### src/rtl/pipe_vec_elastic.sv
// Elastic N-stage valid/ready delay line with bubble collapsing, synchronous flush
// and occupancy count. Item order is preserved; only flush discards items.
module pipe_vec_elastic #(
   parameter int unsigned DWIDTH     = 8,
   parameter int unsigned N          = 2,
   parameter bit          RESET_DATA = 1'b0
) (
   input  logic                    clk,
   input  logic                    reset,
   input  logic                    i_valid,
   output logic                    i_ready,
   input  logic [DWIDTH-1:0]       i_data,
   input  logic                    i_flush,
   output logic                    o_valid,
   input  logic                    o_ready,
   output logic [DWIDTH-1:0]       o_data,
   output logic [$clog2(N+1)-1:0]  o_count
);

   localparam int unsigned CW = $clog2(N + 1);

   if (N < 1) begin : gen_bad_n
      $error("pipe_vec_elastic: N must be >= 1");
   end
   if (DWIDTH < 1) begin : gen_bad_dwidth
      $error("pipe_vec_elastic: DWIDTH must be >= 1");
   end

   logic [N-1:0]      valid_q;
   logic [N-1:0]      valid_d;
   logic [DWIDTH-1:0] data_q   [N];
   logic [DWIDTH-1:0] src_data [N];
   logic [N-1:0]      src_valid;
   logic [N-1:0]      load;
   logic [N:0]        rdy;
   logic              chain;

   // Stage k may advance if it is empty or everything downstream is moving.
   // Accumulated through a scalar so the chain has no self-referencing vector.
   always_comb begin
      chain  = o_ready;
      rdy    = '0;
      rdy[N] = o_ready;
      for (int k = int'(N) - 1; k >= 0; k--) begin
         chain  = chain | ~valid_q[k];
         rdy[k] = chain;
      end
   end

   always_comb begin
      src_valid    = '0;
      src_valid[0] = i_valid;
      src_data[0]  = i_data;
      for (int k = 1; k < int'(N); k++) begin
         src_valid[k] = valid_q[k-1];
         src_data[k]  = data_q[k-1];
      end
   end

   always_comb begin
      valid_d = valid_q;
      load    = '0;
      for (int k = 0; k < int'(N); k++) begin
         if (rdy[k]) begin
            valid_d[k] = src_valid[k];
         end
         // Data only moves with a real item; bubbles leave the register untouched.
         load[k] = rdy[k] & src_valid[k];
      end
      if (i_flush) begin
         valid_d = '0;
      end
   end

   always_ff @(posedge clk or posedge reset) begin
      if (reset) begin
         valid_q <= '0;
      end else begin
         valid_q <= valid_d;
      end
   end

   for (genvar k = 0; k < int'(N); k++) begin : gen_stage
      if (RESET_DATA) begin : gen_data_rst
         always_ff @(posedge clk or posedge reset) begin
            if (reset) begin
               data_q[k] <= '0;
            end else if (load[k]) begin
               data_q[k] <= src_data[k];
            end
         end
      end else begin : gen_data_norst
         always_ff @(posedge clk) begin
            if (load[k]) begin
               data_q[k] <= src_data[k];
            end
         end
      end
   end

   always_comb begin
      o_count = '0;
      for (int k = 0; k < int'(N); k++) begin
         o_count = o_count + CW'(valid_q[k]);
      end
   end

   assign i_ready = rdy[0];
   assign o_valid = valid_q[N-1];
   assign o_data  = data_q[N-1];

endmodule

### config.mk
export PLATFORM = sky130hd
export DESIGN_NAME = pipe_vec_elastic
export DESIGN_NICKNAME = d
export VERILOG_FILES = /design/src/rtl/pipe_vec_elastic.sv
export SDC_FILE = /design/constraint.sdc
export NUM_CORES = 1
export LEC_CHECK = 0
export BUFFER_PORTS_ARGS = -buffer_cell sky130_fd_sc_hd__buf_4
export CORE_AREA = 5 5 47 49
export CTS_CLUSTER_DIAMETER = 80
export CTS_CLUSTER_SIZE = 40
export DETAILED_ROUTE_END_ITERATION = 10
export DIE_AREA = 0 0 52 54
export PLACE_DENSITY = 0.68
export SYNTH_ARGS = -nofsm -noshare
export SYNTH_HDL_FRONTEND = slang
export SYNTH_SLANG_ARGS = --single-unit
### constraint.sdc
create_clock -name clk -period 1.1 [get_ports clk]
set_clock_uncertainty 0.15 [all_clocks]
set_input_delay 0.22 -clock clk [delete_from_list [all_inputs] [get_ports clk]]
set_output_delay 0.22 -clock clk [all_outputs]
set_load 0.02 [all_outputs]
Word level (Yosys, flattened, before mapping)
Memories as Yosys holds them, arrays and structs flattened.
Index checks and enable logic that the tools add are counted.
{"block": "word_totals", "ff_bits": 2, "latchBits": 0, "ram_bits": 16, "rom_bits": 0, "input_bits": 13, "output_inout_bits": 12, "wordCells": 19, "mem_count": 1}
{"name": "data_q", "words": 2, "word_bits": 8, "rd": 2, "rd_ports_with_merged_regs": 0, "wr": 2, "line_no": "31", "rtl": "logic [DWIDTH-1:0] data_q [N];"}
{"block": "op_classes", "add_sub_neg": 1, "n_mul": 0, "div": 0, "order_cmp": 0, "n_eq_ne": 0, "shift": 0, "mux": 7, "bitwise": 6, "reduce_logical": 2}
{"cell": "$mux W1", "count": 6}
{"cell": "$reduce_bool A2 Y1", "count": 2}
{"cell": "$add A1 B1 Y2", "count": 1}
{"cell": "$and A1 B1 Y1", "count": 2}
{"cell": "$mux W2", "count": 1}
{"cell": "$not A1 Y1", "count": 2}
{"cell": "$or A1 B1 Y1", "count": 2}

Depth between registers and ports, before layout
{"block": "depth", "word_depth": 6, "depth_mapped": 2, "ltp_nobuf": 2}

Worst setup path after synthesis
OpenSTA, ideal clock, no wires.
{"block": "synth_timing", "path_kind": "reg2reg", "start": "reg valid_q[1]", "end": "mem data_q[0][0] (enable)", "setup_ps": 300, "arrival_ps": 844, "required_ps": 650, "path_slack_ps": -194, "path_stages_with_launch": 3, "n_path_buf": 0, "synth_period_minus_slack_ps": 1294, "path_cell_list": "dfrtp_1 -> nand3b_4 -> and2_4"}
{"item": "from (decl)", "line_no": "29", "rtl": "logic [N-1:0] valid_q;"}
{"item": "from (signal assigned)", "line_no": "79", "rtl": "valid_q <= valid_d;"}
{"item": "to (decl)", "line_no": "31"}

Final worst setup path
{"block": "layout_timing", "start": "reg valid_q[1]", "end": "out o_count[0]"}
{"block": "layout_between", "elab_chain_cells": 1}
{"item": "$add A1 B1 Y2", "line_no": "104", "rtl": "o_count = o_count + CW'(valid_q[k]);"}
{"item": "to (decl)", "line_no": "17", "rtl": "output logic [$clog2(N+1)-1:0] o_count"}
Every way passes these cells.

==> flow_metrics.env <==
export IMPL_run_status="finished, violations left"
export IMPL_violations="negative setup slack"
export IMPL_cts_root_buf="clkbuf_4"
export IMPL_postRouteAntennaNets=0
export IMPL_synth_largest_area_cell="edfxtp_1"
export IMPL_post_drt_wl_per_cell_um=11.1
export IMPL_yosysSeqAreaShare=0.791
export IMPL_cts_sinks=18
export IMPL_diodes=0
export IMPL_grtUsageTotal=0.0936
export IMPL_period_share=1.36
export IMPL_clkLatencyLatePin_ns=0.29
export IMPL_synth_fp_nets=50
export IMPL_hpwl_um=711
export IMPL_arrival_ns=1.13
export IMPL_p_int_w=0.00103
export IMPL_yosysWarnings=0
export IMPL_hp_class="input port to flip-flop"
export IMPL_placed_cells=80
export IMPL_place_congestion=0.600
export IMPL_start_util=0.368
export IMPL_cp_end_kind="output port"
export IMPL_area_growth_pct=57.1
export IMPL_syn_avg_cell_area_um2=18.6
export IMPL_ys_types=11
export IMPL_met3_length_um=112
export IMPL_worst_pin_slew_ns=0.128
export IMPL_seq_power_share=0.611
export IMPL_route_detailed_drc=0
export IMPL_fin_crit_ns=1.50
export IMPL_grt_ovfl_total=0
export IMPL_drv_slew=0
export IMPL_fin_cells=97
export IMPL_top_layer="met4"
export IMPL_ios=25
export IMPL_die_h_um=54
export IMPL_ir_worst_vdd_v=0.000889
export IMPL_syn_area_um2=671
export IMPL_htree_levels=1
export IMPL_drt_iter0_markers=0
export IMPL_cts_tree="yes"
export IMPL_max_freq_mhz=666
export IMPL_first_global_vias=411
export IMPL_dr_wl_met2_um=609
export IMPL_die_area_um2=2810
export IMPL_share_comb_of_total_power=0.137
export IMPL_synthCells=36
export IMPL_clk_pin_slew_ns=0.10
export IMPL_grt_max_degree=11
export IMPL_clk_path_buf_depth=2
export IMPL_slew_headroom=0.915
export IMPL_cts_buffers=3
export IMPL_grt_pass1_wl_um=1680
export IMPL_swShare=0.217
export IMPL_nets=85
export IMPL_holdWs_ns=0.0411
export IMPL_netlist_area_leader_share=0.716
export IMPL_port_buffers=24
export IMPL_vias=392
export IMPL_finalWirelength_um=1080
export IMPL_dpl_cell_area_um2=833
export IMPL_setup_violations_final=28
export IMPL_required_ns=0.73
export IMPL_drive_above_1_share=0.557
export IMPL_yosys_top_cells_area="edfxtp_1, buf_4, dfrtp_1"
export IMPL_rows=16
export IMPL_final_design_area_no_fill_um2=1050
export IMPL_powerDensity_nw_per_um2=1250
export IMPL_via_per_inst=4.04
export IMPL_core_area_um2=1820
export IMPL_fp_dieW_um=52
export IMPL_drt_pass1_iter_count=1
export IMPL_finalSetupTns_ns=-4.54
export IMPL_switching_power_w=0.000285
export IMPL_clkPwrFrac=0.252
export IMPL_power_leakage_nw=0.451
export IMPL_start_kind="flip-flop"
export IMPL_crit_fanout=3
export IMPL_crit_type="flip-flop to output port"
export IMPL_met1Wirelength_um=338
export IMPL_fin_ws_ns=-0.401
export IMPL_drv_cap=0
export IMPL_finalPower_w=0.00131
export IMPL_antenna_found_initial=0
export IMPL_hold_viol=0
export IMPL_rsz0062_at_grt="yes"
export IMPL_ys_ff_latch=18
-- cell families (layout without fill, tap and decap cells) --
family | Yosys count | count (layout) | share of synthesized area
buffers and inverters | 11 | 45 | 0.106
AND/OR/NAND/NOR | 4 | 4 | 0.0634
AO/OA/AOI/OAI | 2 | 2 | 0.0205
adder cells (fa/ha/maj) | 1 | 1 | 0.0187
flip-flops | 18 | 18 | 0.791
-- cells in the final DEF (no fill, tap or decap) --
cell type / n
clkinv_1: 1
clkbuf_4: 3
and2_4: 2
buf_4: 15
buf_6: 13
dfrtp_2: 2
a21oi_2: 1
nand2b_4: 1
ha_4: 1
a21oi_1: 1
inv_1: 3
dlygate4sd3_1: 10
edfxtp_1: 16
nand3b_4: 1
-- sequential cells by signal (all words and copies together) (netlist names) --
register and cells:
data_q 16, valid_q 2
-- per-stage QoR --
step	util	setup slack, ns
final	0.578	-0.401
after global routing	0.578	-0.449
after CTS	0.570	-0.406
after detailed placement	0.457	-0.151
after global placement	0.457	-0.133
after floorplan	-	-0.147
-- cells in the mapped netlist --
library cell	count
a21oi_1	1
a21oi_2	1
and2_2	1
and2_4	1
buf_4	8
dfrtp_1	2
edfxtp_1	16
ha_1	1
inv_1	3
nand2b_1	1
nand3b_4	1
-- timing repair --
item                                   4_1_cts  5_1_grt
hold buffers                                10        0
pin swaps                                    3        1
gates resized for setup                     14        3
cloned                                       0        0
setup buffers                                3        0
setup endpoints to repair                   28       29
endpoints found under the hold margin       12        0
-- final cells by class --
| type | instances | area (µm²) |
|---|---|---|
| Tap cell | 27 | 33.8 |
| Inverter | 3 | 11.3 |
| Clock buffer | 3 | 22.5 |
| Clock inverter | 1 | 3.75 |
| Fill cell | 148 | 768 |
| Multi-Input combinational cell | 7 | 90.1 |
| Timing Repair Buffer | 38 | 359 |
| Sequential cell | 18 | 533 |
-- per-layer routing --
| layer | track usage | up-vias |
|---|---|---|
| li1 | - | 184 |
| met1 | 0.0769 | 184 |
| met2 | 0.167 | 21 |
| met3 | 0.0526 | 3 |
| met4 | 0.0655 | 0 |
| met5 | 0 | - |
-- power groups by stage --
stage / Clock [W] / Combinational, W / Sequential (W)
after detailed placement: 0 / 0.000124 / 0.000814
after global placement: 0 / 0.000122 / 0.000812
after global routing: 0.000383 / 0.000190 / 0.000807
final: 0.000331 / 0.000179 / 0.000802
after floorplan: 0 / 0.0000697 / 0.000813
after CTS: 0.000337 / 0.000175 / 0.000802
-- worst paths after layout --
path | depth (start not counted) | end | start | slack [ns]
setup / recovery | 2 | o_count[0] | valid_q[1]$_DFFE_PP0P_ | -0.40
hold / removal | 3 | valid_q[0]$_DFFE_PP0P_ | i_valid | 0.04
setup reg to reg | 3 | data_q[0][8]$_DFFE_PP_ | valid_q[1]$_DFFE_PP0P_ | -0.21
hold reg to reg | 0 | data_q[0][15]$_DFFE_PP_ | data_q[0][7]$_DFFE_PP_ | 0.28
max in group asynchronous | 3 | valid_q[0]$_DFFE_PP0P_ | reset | 0.51
min in group asynchronous | 3 | valid_q[1]$_DFFE_PP0P_ | reset | 0.17
-- critical path, cell delays in order, from the launching register on --
cell and delay, ns:
dfrtp_2 0.46, ha_4 0.27, buf_6 0.11
(Power assumes the default switching activity.)
